<file path="config.mk">
export PLATFORM = sky130hd
export DESIGN_NAME = uart_rx
export DESIGN_NICKNAME = d
export VERILOG_FILES = /design/src/rtl/uart_rx.sv
export SDC_FILE = /design/constraint.sdc
export NUM_CORES = 1
export LEC_CHECK = 0
export CORE_MARGIN = 3
export CORE_UTILIZATION = 50
export DETAILED_ROUTE_END_ITERATION = 6
export PLACE_DENSITY_LB_ADDON = 0.12
export SYNTH_ARGS = -nofsm -noshare
export SYNTH_HDL_FRONTEND = slang
export SYNTH_SLANG_ARGS = --single-unit
</file>
<file path="constraint.sdc">
create_clock -name clk -period 2.65 [get_ports clk]
set_clock_uncertainty 0.15 [all_clocks]
set_input_delay 0.6625 -clock clk [delete_from_list [all_inputs] [get_ports clk]]
set_output_delay 0.6625 -clock clk [all_outputs]
set_load 0.02 [all_outputs]
</file>
<file path="src/rtl/uart_rx.sv">
// UART receiver: 16x oversampled, LSB-first, one-cycle rx_done strobe with frame/parity error flags.
// Optional even-parity bit enabled by defining UART_RX_PARITY_EN.
module uart_rx #(
  parameter int DATA_BITS  = 8,
  parameter int STOP_TICKS = 16
) (
  input  logic                 clk,
  input  logic                 reset,
  input  logic                 s_tick,
  input  logic                 rx,
  output logic [DATA_BITS-1:0] rx_data,
  output logic                 rx_done,
  output logic                 frame_err,
  output logic                 parity_err
);

  localparam int TW = ($clog2(STOP_TICKS) > 4) ? $clog2(STOP_TICKS) : 4;
  localparam int BW = $clog2(DATA_BITS);

`ifdef UART_RX_PARITY_EN
  typedef enum logic [2:0] {S_IDLE, S_START, S_DATA, S_PARITY, S_STOP} state_t;
`else
  typedef enum logic [2:0] {S_IDLE, S_START, S_DATA, S_STOP} state_t;
`endif

  state_t                 state, state_n;
  logic                   rx_meta, rx_s;
  logic [TW-1:0]          tick, tick_n;
  logic [BW-1:0]          bitc, bitc_n;
  logic [DATA_BITS-1:0]   shreg, shreg_n;
  logic [DATA_BITS-1:0]   data_n;
  logic                   done_n, ferr_n;

`ifdef UART_RX_PARITY_EN
  logic par_bad, par_bad_n;
  logic perr_q, perr_n;
  assign parity_err = perr_q;
`else
  assign parity_err = 1'b0;
`endif

  // Synchroniser resets to the idle-high line level so reset never looks like a start bit.
  always_ff @(posedge clk or posedge reset) begin
    if (reset) begin
      rx_meta <= 1'b1;
      rx_s    <= 1'b1;
    end else begin
      rx_meta <= rx;
      rx_s    <= rx_meta;
    end
  end

  always_ff @(posedge clk or posedge reset) begin
    if (reset) begin
      state     <= S_IDLE;
      tick      <= '0;
      bitc      <= '0;
      shreg     <= '0;
      rx_data   <= '0;
      rx_done   <= 1'b0;
      frame_err <= 1'b0;
`ifdef UART_RX_PARITY_EN
      par_bad   <= 1'b0;
      perr_q    <= 1'b0;
`endif
    end else begin
      state     <= state_n;
      tick      <= tick_n;
      bitc      <= bitc_n;
      shreg     <= shreg_n;
      rx_data   <= data_n;
      rx_done   <= done_n;
      frame_err <= ferr_n;
`ifdef UART_RX_PARITY_EN
      par_bad   <= par_bad_n;
      perr_q    <= perr_n;
`endif
    end
  end

  always_comb begin
    state_n   = state;
    tick_n    = tick;
    bitc_n    = bitc;
    shreg_n   = shreg;
    data_n    = rx_data;
    done_n    = 1'b0;
    ferr_n    = frame_err;
`ifdef UART_RX_PARITY_EN
    par_bad_n = par_bad;
    perr_n    = perr_q;
`endif
    unique case (state)
      // s_tick is deliberately ignored here; counting starts after entry to START.
      S_IDLE: begin
        if (!rx_s) begin
          state_n = S_START;
          tick_n  = '0;
        end
      end
      S_START: begin
        if (s_tick) begin
          if (tick == TW'(7)) begin
            tick_n = '0;
            if (!rx_s) begin
              state_n = S_DATA;
              bitc_n  = '0;
            end else begin
              state_n = S_IDLE;
            end
          end else begin
            tick_n = tick + TW'(1);
          end
        end
      end
      S_DATA: begin
        if (s_tick) begin
          if (tick == TW'(15)) begin
            shreg_n = {rx_s, shreg[DATA_BITS-1:1]};
            tick_n  = '0;
            if (bitc == BW'(DATA_BITS-1)) begin
`ifdef UART_RX_PARITY_EN
              state_n = S_PARITY;
`else
              state_n = S_STOP;
`endif
            end else begin
              bitc_n = bitc + BW'(1);
            end
          end else begin
            tick_n = tick + TW'(1);
          end
        end
      end
`ifdef UART_RX_PARITY_EN
      S_PARITY: begin
        if (s_tick) begin
          if (tick == TW'(15)) begin
            par_bad_n = (^shreg) ^ rx_s;
            tick_n    = '0;
            state_n   = S_STOP;
          end else begin
            tick_n = tick + TW'(1);
          end
        end
      end
`endif
      S_STOP: begin
        if (s_tick) begin
          if (tick == TW'(STOP_TICKS-1)) begin
            data_n  = shreg;
            ferr_n  = ~rx_s;
            done_n  = 1'b1;
`ifdef UART_RX_PARITY_EN
            perr_n  = par_bad;
`endif
            tick_n  = '0;
            state_n = S_IDLE;
          end else begin
            tick_n = tick + TW'(1);
          end
        end
      end
      default: begin
        state_n = S_IDLE;
        tick_n  = '0;
      end
    endcase
  end

endmodule

</file>
==> results of run 1 <==
-- sequential cells by signal (all words and copies together) (netlist names) --
| register | flops |
|---|---|
| bitc | 3 |
| rx_data | 8 |
| rx_meta | 1 |
| state | 2 |
| rx_s | 1 |
| tick | 4 |
| shreg | 8 |
| rx_done | 1 |
| frame_err | 1 |
-- cell usage after synthesis --
library cell	count	area share (%)
buf_2	2	0.74
buf_4	3	1.7
nand3_1	3	1.1
mux2i_1	3	2.2
nand3b_1	1	0.56
nand2_1	6	1.7
a32o_1	1	0.74
dfstp_2	2	3.9
o41a_1	1	0.84
and3_1	1	0.46
mux2_2	9	7.5
conb_1	1	0.28
o31ai_1	1	0.56
nand4_1	2	0.93
and3b_1	1	0.65
a31o_2	1	0.65
a41oi_1	1	0.65
nor2b_1	1	0.46
ha_1	3	2.8
nand3_2	1	0.74
nor2_4	1	0.84
inv_1	7	2.0
nand4_4	1	1.6
buf_6	1	0.84
and3_4	1	0.84
o21ai_0	5	1.9
xor2_1	1	0.65
xnor2_1	1	0.65
a21oi_1	2	0.74
dfrtp_1	27	50
nor2_1	5	1.4
a21o_1	1	0.56
a31oi_1	2	0.93
mux2_4	7	7.8
-- metrics by stage --
stage | instance area (um2) | setup WS [ns] | cells | power, mW
2_1_floorplan | 1346 | 0.8958 | 106 | 0.8474
3_3_place_gp | 1485 | 0.3231 | 145 | 0.8824
3_5_place_dp | 1485 | 0.2854 | 145 | 0.8962
4_1_cts | 1569 | 0.5105 | 153 | 1.265
5_1_grt | 1569 | 0.4801 | 153 | 1.325
6_report | 1569 | 0.5397 | 153 | 1.245
-- cell families (layout without fill, tap and decap cells) --
kind of cell,after synthesis,count (layout),synth area share (%)
compound gates,15,15,7.528
xor+xnor,2,2,1.301
fa+ha+maj,3,3,2.788
buf+inv,13,30,5.205
flops,29,29,54.09
mux,19,19,17.57
other cells,1,1,0.2785
simple gates,24,24,11.25
-- worst max-delay path by stage --
stage	from	end	slack, ns	depth (start not counted)
after floorplan	s_tick	shreg[0]	0.90	4
after global placement	s_tick	shreg[7]	0.32	5
after detailed placement	s_tick	shreg[6]	0.29	5
after CTS	rx_data[3]	rx_data[3]	0.51	1
after global routing	rx_data[6]	rx_data[6]	0.48	1
final	rx_data[3]	rx_data[3]	0.54	1
-- routing by layer --
metal	vias up	part of all wire (%)	track usage (%)
li1	402	-	-
met1	399	49	17.22
met2	16	47	20.32
met3	2	4.1	6.682
met4	0	0.72	5.960
met5	-	0	0
-- power groups by stage --
| stage | registers (mW) | clock network, mW | logic, mW |
|---|---|---|---|
| 2_1_floorplan | 0.559 | 0 | 0.289 |
| 3_3_place_gp | 0.641 | 0 | 0.241 |
| 3_5_place_dp | 0.644 | 0 | 0.253 |
| 6_report | 0.636 | 0.361 | 0.248 |
| 5_1_grt | 0.648 | 0.392 | 0.284 |
| 4_1_cts | 0.635 | 0.378 | 0.253 |
-- final cells by class --
class,count,area [um2]
well taps,30,37.54
clock buffers,5,37.54
multi-input cells,64,548.0
inverters,7,26.28
fillers,198,953.4
flip-flops and latches,29,728.2
clock inverters,3,46.29
repair buffers,15,145.1
==> summary.txt, run 1 <==
Status
  • Status: completed

Worst hold path
  • Hold Startpoint: rx_meta
  • Worst hold path type: reg2reg
  • Min-Delay Endpoint: rx_s
  • Hold path cells: 0

Setup path
  • Nature of the critical path startpoint: flip-flop
  • FF-to-FF path depth: 5
  • Critical path arrival: 1.30 ns
  • FF-to-FF End: shreg[1]
  • Slowest stage delay, CP: 0.61 ns
  • Top Family by Delay on Critical Path: buffers and inverters
  • Crit-path cells: clkdlybuf4s50_1
  • Worst Setup End Kind: output port
  • Critical path's slowest cell: clkdlybuf4s50_1
  • CP Max Fanout: 2
  • Req. time, crit path: 1.84 ns
  • Flop2flop setup slack: 0.73 ns
  • R2R Path Start: tick[1]
  • WS Path Type: reg2out
  • Total buffers and inverters traversed by the critical path: 1

STA
  • Maximum clock rate: 0.4739 GHz
  • Max Slew Vio Count: 0
  • Final Hold Viols: 0
  • Finish-stage setup viols: 0
  • RSZ-0062 raised after global routing: false
  • Final period utilization: 79.63%
  • Final min period: 2.110 ns
  • Hold WS: 0.2132 ns
  • Post-route setup TNS: 0 ns

Cells and area
  • Layout net count: 129
  • Commonest non-fill, non-tap cell in the layout: dfrtp_1
  • P&R area growth vs syn: 16.54%
  • Layout cells sized above 1: 26.83%
  • Final core occ: 62.20%
  • Most frequent cells in the layout: dfrtp_1, clkdlybuf4s50_1, mux2_2, inv_1, mux2_4
  • Antenna diodes: 0

Power and ir drop
  • Seq pwr share: 51.1%
  • Cell internal pwr: 837.5 uW
  • Switching Fraction: 32.75%
  • Combinational share of power: 19.9%
  • Net load switching power: 407.9 uW
  • Clock power frac: 29.0%
  • Power Dens Cells: 793.8 mW/mm2
  • Static Leakage: 0.7667 nW
  • Maximum VDD drop: 0.7458 mV

Floorplanning
  • Die Y: 57.89 um
  • Initial Util: 53.37%
  • Area of the core: 0.002522 mm2
  • Die ar.: 0.003351 mm2
  • Die X: 57.89 um
  • Row count: 18
  • I/O pin count: 15

Synth
  • Mapped Nets: 113
  • Post-Synthesis Cells: 106
  • Area of the mapped netlist: 0.001346 mm2
  • #FFs+latches synth: 29
  • Distinct cells, synth: 34
  • Register area share after synthesis: 54.09%
  • Syn_area_per_cell: 12.70 um2
  • Total of warnings raised by yosys: 0

Route
  • Final ANT Viol Nets: 0
  • DR vias: 819
  • DRT Pass-1 Iters: 4
  • Vias per inst: 5.353
  • # DRC: 0
  • Initial DRC Count: 8
  • Drt total wl: 2088 um
  • Wire length per cell: 13.65 um

Clock tree
  • Gates resized, CTS repair: 0
  • CTS Buffer Depth: 2
  • Clock latency at the later pin of the worst-skew pair: 0.32 ns
  • Post CTS Setup Buffer Count: 0
  • H-tree levels: 2
  • Clock Tree Root: clkbuf_4
  • Cts hold-fix bufs: 0
  • TritonCTS Buffers: 5
  • CTS tree: yes
  • TritonCTS sink count: 29
  • Reg clk slew, reported paths: 0.10 ns

Global routing
  • Largest net degree at the start of global routing: 30
  • Gr ovfl total: 0
  • Initial antenna violation count: 0
  • Vias in the first global route: 763
  • GR Util All Layers: 13.79%
  • First-pass GRT wire length: 3360 um

Placed design
  • Post-DP HPWL: 1461 um
  • Placer Congestion: 0.8055
  • Buffers added on ports: 13

Flow run
  • Total of max-cap violations: 0
No activity file was read; power rests on OpenSTA's default activity.
==> run 2, diff against run 1 <==
==> constraint.sdc (replaced) <==
create_clock -name clk -period 2.14 [get_ports clk]
set_clock_uncertainty 0.15 [all_clocks]
set_input_delay 0.535 -clock clk [delete_from_list [all_inputs] [get_ports clk]]
set_output_delay 0.535 -clock clk [all_outputs]
set_load 0.02 [all_outputs]
==> summary.txt, run 2 (synthesis gave the netlist of run 1 again) <==
Clock tree
  • TritonCTS Buffers: 5
  • Clock latency at the later pin of the worst-skew pair: 0.31 ns
  • CTS Buffer Depth: 2
  • TritonCTS sink count: 29
  • Cts hold-fix bufs: 0
  • Gates resized, CTS repair: 0
  • H-tree levels: 2
  • Post CTS Setup Buffer Count: 0
  • CTS tree: yes
  • Clock Tree Root: clkbuf_4
  • Reg clk slew, reported paths: 0.09 ns

Setup path
  • R2R Path Start: tick[1]
  • Crit-path cells: clkdlybuf4s50_1
  • Critical path origin: rx_data[1]
  • CP Max Fanout: 2
  • Req. time, crit path: 1.45 ns
  • WS Path Type: reg2out
  • Total buffers and inverters traversed by the critical path: 1
  • Nature of the critical path startpoint: flip-flop
  • Critical path arrival: 1.28 ns
  • Top Family by Delay on Critical Path: buffers and inverters
  • Slowest stage delay, CP: 0.61 ns
  • Critical path's slowest cell: clkdlybuf4s50_1
  • Worst Setup End Kind: output port

STA
  • Finish-stage setup viols: 0
  • Min setup slack post-route: 0.1737 ns
  • Final period utilization: 91.88%
  • RSZ-0062 raised after global routing: false
  • Final Hold Viols: 0
  • Relative slew margins: 65.31%
  • Final min period: 1.966 ns
  • Max Slew Vio Count: 0
  • Worst slew pin tran: 0.5160 ns
  • Maximum clock rate: 0.5086 GHz

Route
  • Final ANT Viol Nets: 0
  • Vias per inst: 5.368
  • Initial DRC Count: 8
  • Wire length per cell: 13.98 um
  • Drt total wl: 2167 um
  • # DRC: 0
  • DR vias: 832
  • DRT Pass-1 Iters: 4

Floorplanning
  • Area of the core: 0.002522 mm2
  • Row count: 18
  • Initial Util: 53.37%
  • Die X: 57.89 um
  • I/O pin count: 15
  • Die Y: 57.89 um
  • Die ar.: 0.003351 mm2

Power and ir drop
  • Power Dens Cells: 906.2 mW/mm2
  • Maximum VDD drop: 0.6282 mV
  • Static Leakage: 0.7713 nW

Global routing
  • First-pass GRT wire length: 3691 um
  • Gr ovfl total: 0
  • Initial antenna violation count: 0
  • Largest net degree at the start of global routing: 22
  • GR Util All Layers: 15.03%
  • Vias in the first global route: 833

Status
  • Status: completed

Cells and area
  • Antenna diodes: 0
  • Commonest non-fill, non-tap cell in the layout: dfrtp_1
  • Most frequent cells in the layout: dfrtp_1, clkdlybuf4s50_1, mux2_2, inv_1, mux2_4
  • Largest regs: rx_data (8), shreg (8), tick (4)
  • Fillers: 197
  • P&R area growth vs syn: 16.17%
  • Post-route insts no fill: 155
  • Layout net count: 131
  • Layout cells sized above 1: 27.20%

Placed design
  • Dpl cells: 147
  • Buffers added on ports: 13
  • Post-DP HPWL: 1518 um
  • Placer Congestion: 0.8017
  • Pre-CTS setup slack: -0.08791 ns

Worst hold path
  • Hold Startpoint: rx_meta
  • Worst hold path type: reg2reg

Flow run
  • Total of max-cap violations: 0
-- run 2: worst paths after layout --
kind                       slack [ns]  depth (start not counted)    endpoint
setup / recovery                 0.17                          1  rx_data[1]
hold / removal                   0.21                          0        rx_s
setup reg to reg                 0.33                          5    shreg[6]
hold reg to reg                  0.21                          0        rx_s
max in group asynchronous        1.09                          3    shreg[5]
min in group asynchronous        0.33                          2  rx_data[6]
-- run 2: power breakdown --
group	internal (mW)	switching, mW
combinational	0.171	0.156
sequential	0.632	0.160
clock	0.125	0.173
total	0.928	0.489
-- run 2: stage by stage --
step / util (%) / hold slack (ns) / power, mW / setup TNS, ns / cell area [um2]
after floorplan: - / 0.1952 / 1.049 / 0 / 1346
after global placement: 59.97 / 0.1961 / 1.112 / -0.4029 / 1513
after detailed placement: 59.97 / 0.2035 / 1.128 / -0.9579 / 1513
after CTS: 62.00 / 0.2156 / 1.436 / 0 / 1564
after global routing: 62.00 / 0.2191 / 1.520 / 0 / 1564
final: 62.00 / 0.2119 / 1.417 / 0 / 1564
-- run 2: final cells by class --
type | count | area (um2) | area share (%)
sequential | 29 | 728.2 | 46.56
multi-input combinational | 64 | 548.0 | 35.04
timing repair buffer | 17 | 172.7 | 11.04
clock buffer | 6 | 41.29 | 2.640
tap | 30 | 37.54 | 2.400
inverter | 7 | 26.28 | 1.680
clock inverter | 2 | 10.01 | 0.6400
-- run 2: layer usage --
layer	vias up	GRT usage, %	share of wire [%]
li1	405	-	-
met1	404	19.16	50
met2	15	22.42	45
met3	8	4.677	3.3
met4	0	8.940	2.4
met5	-	0	0
==> run 3, diff against run 2 <==
--- a/config.mk
+++ b/config.mk
@@ -5,7 +5,6 @@
 export SDC_FILE = /design/constraint.sdc
 export NUM_CORES = 1
 export LEC_CHECK = 0
-export CORE_MARGIN = 3
 export CORE_UTILIZATION = 50
 export DETAILED_ROUTE_END_ITERATION = 6
 export PLACE_DENSITY_LB_ADDON = 0.12
==> constraint.sdc (replaced) <==
create_clock -name clk -period 2 [get_ports clk]
set_clock_uncertainty 0.15 [all_clocks]
set_input_delay 0.5 -clock clk [delete_from_list [all_inputs] [get_ports clk]]
set_output_delay 0.5 -clock clk [all_outputs]
set_load 0.02 [all_outputs]
==> summary.txt, run 3 (synthesis gave the netlist of run 1 again) <==
Cells and area
  • Commonest non-fill, non-tap cell in the layout: dfrtp_1
  • Final core occ: 63.61%
  • Antenna diodes: 0
  • Most frequent cells in the layout: dfrtp_1, mux2_2, clkdlybuf4s50_1
  • Post-route insts no fill: 157
  • Layout net count: 134
  • P&R area growth vs syn: 18.12%
  • Post-route cell area: 0.001590 mm2
  • Largest regs: rx_data (8), shreg (8), tick (4)
  • Layout cells sized above 1: 28.35%

Setup path
  • Req. time, crit path: 1.35 ns
  • Crit-path cells: clkdlybuf4s50_1
  • R2R Path Start: tick[1]
  • Worst Setup End Kind: output port
  • CP Max Fanout: 2
  • Slowest stage delay, CP: 0.61 ns
  • Critical path's slowest cell: clkdlybuf4s50_1
  • Nature of the critical path startpoint: flip-flop
  • Critical path arrival: 1.28 ns
  • WS Path Type: reg2out
  • Total buffers and inverters traversed by the critical path: 1
  • Top Family by Delay on Critical Path: buffers and inverters
  • Critical Path Stages: 1
  • Critical path origin: rx_data[7]
  • FF-to-FF path depth: 5

Placed design
  • Placed Area: 0.001523 mm2
  • Post-DP HPWL: 1585 um
  • Pre-CTS setup slack: -0.1917 ns
  • Buffers added on ports: 13
  • Placer Congestion: 0.7991
  • Dpl cells: 150

STA
  • Finish-stage setup viols: 0
  • Hold WS: 0.2072 ns
  • Relative slew margins: 62.41%
  • Final period utilization: 96.44%
  • Maximum clock rate: 0.5185 GHz
  • Final Hold Viols: 0
  • Post-route setup TNS: 0 ns
  • Max Slew Vio Count: 0
  • Worst slew pin tran: 0.5591 ns
  • RSZ-0062 raised after global routing: false
  • Final min period: 1.929 ns
  • Min setup slack post-route: 0.07121 ns

Floorplanning
  • I/O pin count: 15
  • Row count: 18
  • Die Y: 53.89 um
  • Initial Util: 53.85%
  • Die ar.: 0.002904 mm2
  • Area of the core: 0.002500 mm2
  • Die X: 53.89 um

Global routing
  • Vias in the first global route: 829
  • First-pass GRT wire length: 3753 um
  • GR Util All Layers: 19.46%
  • Gr ovfl total: 0
  • Initial antenna violation count: 0
  • Largest net degree at the start of global routing: 30

Clock tree
  • CTS tree: yes
  • CTS Buffer Depth: 2
  • Clock latency at the later pin of the worst-skew pair: 0.33 ns
  • TritonCTS sink count: 29
  • H-tree levels: 2
  • Post CTS Setup Buffer Count: 0
  • TritonCTS Buffers: 5
  • Reg clk slew, reported paths: 0.08 ns
  • Clock Tree Root: clkbuf_4

Worst hold path
  • Hold Startpoint: rx_meta
  • Hold path cells: 0
  • Worst hold path type: reg2reg

Flow run
  • Total of max-cap violations: 0

Route
  • Vias per inst: 5.446
  • Drt total wl: 2238 um
  • # DRC: 0
  • Final ANT Viol Nets: 0
  • Initial DRC Count: 12
  • DRT Pass-1 Iters: 4
  • Wire length per cell: 14.25 um
  • DR vias: 855

Power and ir drop
  • Maximum VDD drop: 0.7479 mV
  • Total power: 1.582 mW
  • Static Leakage: 0.8738 nW
  • Power Dens Cells: 994.7 mW/mm2

Status
  • Status: completed
## run 3: cell types whose count changed in the layout (fill, tap and decap cells not counted)
| cell | previous run | this run |
|---|---|---|
| clkdlybuf4s50_1 | 13 | 8 |
| dlymetal6s2s_1 | 0 | 5 |
| buf_4 | 3 | 7 |
| clkinv_2 | 2 | 0 |
| buf_12 | 1 | 0 |
| clkbuf_8 | 0 | 1 |
## run 3: where the power goes
part	internal (mW)	leakage, nW	total (mW)	switching, mW
Clock	0.166	0.0314	0.351	0.186
Sequential	0.677	0.378	0.808	0.131
Combinational	0.207	0.464	0.422	0.215
## run 3: what timing repair did
action	in CTS	in global routing
endpoints found under the setup margin	0	5
resized for setup	0	5
hold buffers	0	0
## run 3: area by class of cell
cell class,instances,area [um2]
clock buffers,7,55.05
repair buffers,20,195.2
flip-flops and latches,29,728.2
multi-input cells,64,548.0
fillers,203,909.6
inverters,7,26.28
well taps,30,37.54
## run 3: final timing paths
kind	to	slack [ns]
worst min register to register	rx_s	0.21
min in group asynchronous	shreg[3]	0.39
max in group asynchronous	rx_s	0.99
worst max register to register	shreg[6]	0.19
worst min-delay path	rx_s	0.21
worst max-delay path	rx_data[7]	0.07
## run 3: routing by layer
layer | vias to the layer above | GRT usage, % | routed length (um)
met5 | - | 0 | 0
met4 | 0 | 7.895 | 23
met3 | 2 | 10.17 | 86
met2 | 14 | 28.60 | 1064
met1 | 426 | 23.83 | 1063
li1 | 413 | - | -
